<file path="src/rtl/ch_avg_seq.sv">
// Sequencer ahead of the channel-estimate averager: buffers the first one or two
// DMRS symbols, then streams index-aligned 2/3-sample groups and counts results.
module ch_avg_seq #(
    parameter int INPUT_WIDTH = 16,
    parameter int DEPTH       = 64,
    parameter int LEN_W       = 7
) (
    input  logic                     clk,
    input  logic                     rst,
    input  logic                     start,
    input  logic                     cfg_three_sym,
    input  logic [LEN_W-1:0]         cfg_len,
    input  logic [INPUT_WIDTH-1:0]   est_i,
    input  logic [INPUT_WIDTH-1:0]   est_q,
    input  logic                     est_vld,
    output logic                     est_rdy,
    output logic [3*INPUT_WIDTH-1:0] avg_i_inputs,
    output logic [3*INPUT_WIDTH-1:0] avg_q_inputs,
    output logic [1:0]               avg_parallel_mode,
    output logic                     avg_in_vld,
    input  logic                     avg_out_vld,
    output logic                     busy,
    output logic                     done,
    output logic                     cfg_err
);

    localparam int AW = (DEPTH > 1) ? $clog2(DEPTH) : 1;
    localparam logic [LEN_W-1:0] LEN_ONE = LEN_W'(1);
    localparam logic [LEN_W-1:0] DEPTH_L = LEN_W'(DEPTH);
    localparam logic [INPUT_WIDTH-1:0] ZERO_W = '0;

    typedef enum logic [2:0] {IDLE, FILL0, FILL1, STREAM, DRAIN} state_t;

    state_t                   state;
    logic                     mode3;
    logic [LEN_W-1:0]         len;
    logic [LEN_W-1:0]         wr_idx;
    logic [LEN_W-1:0]         out_cnt;
    logic [2*INPUT_WIDTH-1:0] buf0 [DEPTH];
    logic [2*INPUT_WIDTH-1:0] buf1 [DEPTH];

    logic                     accept;
    logic                     last_idx;
    logic                     cfg_ok;
    logic [AW-1:0]            addr;
    logic [LEN_W-1:0]         out_cnt_nxt;
    logic [INPUT_WIDTH-1:0]   b0_i, b0_q, b1_i, b1_q;

    // NOTE: every signal driven here gets a default first so no path leaves it
    // unassigned, which would otherwise infer a latch.
    always_comb begin
        accept      = est_vld & est_rdy;
        last_idx    = (wr_idx == len - LEN_ONE);
        cfg_ok      = (cfg_len != '0) && (cfg_len <= DEPTH_L);
        addr        = wr_idx[AW-1:0];
        {b0_i, b0_q} = buf0[addr];
        {b1_i, b1_q} = buf1[addr];
        out_cnt_nxt = out_cnt;
        // Results are counted only while a job is streaming or draining, and never past len.
        if ((state == STREAM || state == DRAIN) && avg_out_vld && out_cnt != len)
            out_cnt_nxt = out_cnt + LEN_ONE;
    end

    // NOTE: the line buffers have no reset; every entry read in STREAM was
    // written by the fill of the same job, so clearing them buys nothing.
    always_ff @(posedge clk) begin
        if (accept && state == FILL0) buf0[addr] <= {est_i, est_q};
        if (accept && state == FILL1) buf1[addr] <= {est_i, est_q};
    end

    // NOTE: all state and registered outputs use non-blocking assignments so
    // every read in this block sees the pre-edge value.
    always_ff @(posedge clk or negedge rst) begin
        if (!rst) begin
            state             <= IDLE;
            mode3             <= 1'b0;
            len               <= '0;
            wr_idx            <= '0;
            out_cnt           <= '0;
            est_rdy           <= 1'b0;
            avg_i_inputs      <= '0;
            avg_q_inputs      <= '0;
            avg_parallel_mode <= '0;
            avg_in_vld        <= 1'b0;
            busy              <= 1'b0;
            done              <= 1'b0;
            cfg_err           <= 1'b0;
        end else begin
            done       <= 1'b0;
            cfg_err    <= 1'b0;
            avg_in_vld <= 1'b0;
            unique case (state)
                IDLE: begin
                    if (start) begin
                        if (cfg_ok) begin
                            mode3   <= cfg_three_sym;
                            len     <= cfg_len;
                            wr_idx  <= '0;
                            out_cnt <= '0;
                            est_rdy <= 1'b1;
                            busy    <= 1'b1;
                            state   <= FILL0;
                        end else begin
                            cfg_err <= 1'b1;
                        end
                    end
                end
                FILL0, FILL1: begin
                    if (accept) begin
                        if (last_idx) begin
                            wr_idx <= '0;
                            state  <= (state == FILL0 && mode3) ? FILL1 : STREAM;
                        end else begin
                            wr_idx <= wr_idx + LEN_ONE;
                        end
                    end
                end
                STREAM: begin
                    out_cnt <= out_cnt_nxt;
                    if (accept) begin
                        avg_in_vld        <= 1'b1;
                        avg_parallel_mode <= {1'b0, mode3};
                        avg_i_inputs      <= mode3 ? {b0_i, b1_i, est_i} : {b0_i, est_i, ZERO_W};
                        avg_q_inputs      <= mode3 ? {b0_q, b1_q, est_q} : {b0_q, est_q, ZERO_W};
                        if (last_idx) begin
                            wr_idx  <= '0;
                            est_rdy <= 1'b0;
                            state   <= DRAIN;
                        end else begin
                            wr_idx <= wr_idx + LEN_ONE;
                        end
                    end
                end
                DRAIN: begin
                    out_cnt <= out_cnt_nxt;
                    if (out_cnt_nxt == len) begin
                        done  <= 1'b1;
                        busy  <= 1'b0;
                        state <= IDLE;
                    end
                end
                default: state <= IDLE;
            endcase
        end
    end

endmodule

</file>
<file path="config.mk">
export PLATFORM = sky130hd
export DESIGN_NAME = ch_avg_seq
export DESIGN_NICKNAME = d
export VERILOG_FILES = /design/src/rtl/ch_avg_seq.sv
export SDC_FILE = /design/constraint.sdc
export NUM_CORES = 2
export LEC_CHECK = 0
export ABC_AREA = 1
export CORE_UTILIZATION = 30
export DETAILED_ROUTE_END_ITERATION = 10
export GPL_ROUTABILITY_DRIVEN = 0
export SKIP_LAST_GASP = 1
export SYNTH_ARGS = -nofsm -noshare
export SYNTH_HDL_FRONTEND = slang
export SYNTH_SLANG_ARGS = --single-unit
</file>
<file path="constraint.sdc">
create_clock -name clk -period 5.75 [get_ports clk]
set_clock_uncertainty 0.2 [all_clocks]
set_input_delay 1.15 -clock clk [delete_from_list [all_inputs] [get_ports clk]]
set_output_delay 1.15 -clock clk [all_outputs]
set_load 0.01 [all_outputs]
</file>
==> metrics.md <==
| Metric | Value |
|---|---|
| Outcome | `finished, final reports clean` |
| MaxCap Viol Count | `0` |
| Iteration count of the initial detailed-routing pass | `5` |
| Highest-count cells in the layout ignoring fill and taps | `edfxtp_1, nand2_1, nand4_1` |
| Initial Util | `0.302` |
| # setup viols final | `0` |
| PwrDens | `422 nW/µm²` |
| Worst Tran Pin Value | `1.25 ns` |
| TritonCTS buffer count | `405` |
| Distinct cells, synth | `46` |
| # resized after CTS | `0` |
| Slew Limit Fails | `0` |
| Largest net degree at the start of global routing | `between 100 and 150` |
| Fraction of final layout cells sized beyond drive strength 1 | `0.101` |
| Peak VDD IR | `about 0.00064 V` |
| Hold-fix buffers, CTS | `0` |
| Pint | `about 54,000 µW` |
| R2r worst-path depth | `12` |
| Final setup margin | `1.18 ns` |
| Die width | `729 µm` |
| CP startpoint kind | `flip-flop` |
| DRT antenna net count | `0` |
| Post-layout util | `0.350` |
| CP endpoint kind | `flip-flop` |
| Worst-Skew Late Latency | `0.95 ns` |
| Row cnt | `approximately 270` |
| Area growth syn-to-layout | `15.8%` |
| Mapped Cells | `11,100` |
| Synthesized area | `159,000 µm²` |
| Register area share after synthesis | `0.795` |
| Port bufs | `146` |
| Vias per cell | `5.08` |
| # fillers | `49,900` |
| Avg WL per Cell | `25.9 µm` |
| Leading cell type in the layout, fill and taps excluded | `edfxtp_1` |
| Leakage power | `0.0608 µW` |
| Req. time, crit path | `around 6.4 ns` |
| RSZ-0062 raised after global routing | `no` |
| R2r startpoint | `wr_idx[0]` |
| Total grt overflow | `0` |
| HP Class | `in -> async` |
| FFs w/ async S/R, synth | `0.0301` |
| Die area | `532,000 µm²` |
| Post-CTS setup buffer count | `0` |
| Switching pwr | `23,700 µW` |
| Avg Cell Area, Syn | `14.3 µm²` |
| Max Fclk | `219 MHz` |
| Antenna violations before repair | `41` |
| Sw frac | `0.306` |
| Global-route wire length before repair | `just under 700,000 µm` |
| Number of global-route vias before repair | `89,800` |
| Vias | `95,400` |
| Yosys warns | `0` |
| Crit-path max FO | `74` |
| Relative slew slack | `0.169` |
| TritonCTS Sinks | `4,223` |
| #FFs+latches synth | `4,223` |
| Max clock buf depth | `4` |
| Number of synthesized flops with an enable pin | `4,096` |
| Most used DFF post-synth | `edfxtp_1` |
| Mapped Nets | `11,100` |
| Setup TNS | `0 ns` |
| Die Height | `roughly 730 µm` |
| Iteration-0 DRC Markers | `12,500` |
| Fin. Hold Viols | `0` |
| Core box area | `526,000 µm²` |
| Fin crit period | `4.57 ns` |
| IO Pins | `148` |
| Nets | `11,500` |
| DP HPWL | `277,000 µm` |
| CTS clk-pin slew, worst paths | `approximately 0.070 ns` |
| CTS tree | `yes` |
| DP Worst Slack | `1.10 ns` |
| Routed wire length | `about 500,000 µm` |
| Comb pwr share | `0.205` |
| # DRC | `0` |
| Reg power frac | `0.451` |
| CP arrival | `a little over 5 ns` |
| Crit share post-route | `0.795` |
| WS Path Type | `reg -> reg` |
| H-tree Lvls | `5` |
| R2R Path End | `avg_i_inputs[28]` |
| All-Layer GR Usage | `0.177` |
| Clock root cell | `clkbuf_16` |
| Reg2reg setup slack | `1.18 ns` |
| Clk pwr share | `0.345` |
==> layout make-up <==
class / instances / area [µm²] / area share
repair buffers: 537 / 5110 / 0.0278
inverters: 377 / 1460 / 0.00793
diodes: 14 / 35.0 / 0.000191
clock inverters: 249 / 2530 / 0.0138
well taps: 6968 / 8720 / 0.0474
flip-flops and latches: 4223 / 126000 / 0.686
multi-input cells: 5917 / 29200 / 0.159
clock buffers: 487 / 10600 / 0.0578
==> how the worst max path moves through the flow <==
| stage | start | end | slack [ns] | cells after the start |
|---|---|---|---|---|
| 3_3_place_gp | est_vld | buf0[62][6] | 1.13 | 8 |
| 3_5_place_dp | est_vld | buf0[62][6] | 1.10 | 8 |
| 2_1_floorplan | est_vld | buf1[34][0] | 1.08 | 5 |
| 5_1_grt | wr_idx[0] | avg_i_inputs[28] | 0.90 | 12 |
| 6_report | wr_idx[0] | avg_i_inputs[28] | 1.18 | 12 |
| 4_1_cts | wr_idx[0] | avg_i_inputs[28] | 1.29 | 12 |
==> routing by layer <==
layer  global-route usage  wire, µm  up-vias
li1                     -         -    41400
met1                0.243    197000    48400
met2                0.282    224000     4806
met3               0.0350     48600      769
met4               0.0568     16700       24
met5                    0       151        -
==> power by group through the flow <==
stage | Sequential (µW) | Combinational (µW) | Clock [µW]
2_1_floorplan | 35400 | 7870 | 0
3_3_place_gp | 35600 | 15600 | 0
3_5_place_dp | 35600 | 15700 | 0
4_1_cts | 35000 | 15800 | 26900
5_1_grt | 35000 | 16800 | 28000
6_report | 35000 | 15900 | 26800
==> metrics by stage <==
step / std cells / hold slack [ns] / area, µm² / total power, µW
2_1_floorplan: 11100 / 0.279 / 159000 / 43300
3_3_place_gp: 18000 / 0.255 / 171000 / 51300
3_5_place_dp: 18000 / 0.267 / 171000 / 51400
4_1_cts: 18800 / 0.0400 / 184000 / 77700
5_1_grt: 18800 / 0.0843 / 184000 / 79900
6_report: 18800 / 0.0458 / 184000 / 77600
==> flip-flops by register name (all words and copies together) (netlist names), 3 cells and up <==
| signal | flops |
|---|---|
| buf0 | 2048 |
| avg_i_inputs | 48 |
| buf1 | 2048 |
| state | 3 |
| wr_idx | 7 |
| out_cnt | 7 |
| avg_q_inputs | 48 |
| len | 7 |
==> logic make-up (layout without fill, tap and decap cells) <==
logic type | count (synthesis) | count (layout) | share of synthesized area
other | 1 | 15 | 0.0000236
AO/OA/AOI/OAI | 1330 | 1330 | 0.0570
buffers and inverters | 941 | 1650 | 0.0261
flip-flops | 4223 | 4223 | 0.795
XOR/XNOR | 16 | 16 | 0.000883
AND/OR/NAND/NOR | 4567 | 4567 | 0.121
adder cells (fa/ha/maj) | 3 | 3 | 0.000237
==> cell usage after synthesis (7+ instances only) <==
master     count  area, µm²
edfxtp_1    4096     123000
nand2_1     3358      12600
nand4_1      477       2980
a22oi_1      471       3540
buf_2        375       1880
inv_1        359       1350
o21ai_0      287       1440
nor2_1       269       1010
nand3_1      228       1140
a21oi_1      152        761
nor3_1       136        681
clkbuf_1     134        503
dfrtp_1      127       3180
a22o_1       116       1020
o2111ai_1     99        867
o21ai_1       77        385
a221oi_1      64        561
nand3b_1      40        300
or2_2         31        194
buf_4         28        210
buf_1         22       82.6
o211ai_1      22        165
and3_1        18        113
a211oi_1      15        113
inv_2         10       37.5
xor2_1        10       87.6
clkinv_1       7       26.3
o31ai_1        7       52.6
==> worst max-delay path: stages (launching register included) <==
cell and delay (ns):
dfrtp_1 0.98, inv_4 0.22, nand3_4 0.18, inv_8 0.20, buf_4 0.43, a21oi_1 0.20
nand3_1 0.07, o21ai_1 0.33, nand2_1 0.30, nor3_1 0.97, nand2_1 0.12, nand2_1 0.11
nand2_1 0.05
Power figures use the tool's default switching activity.
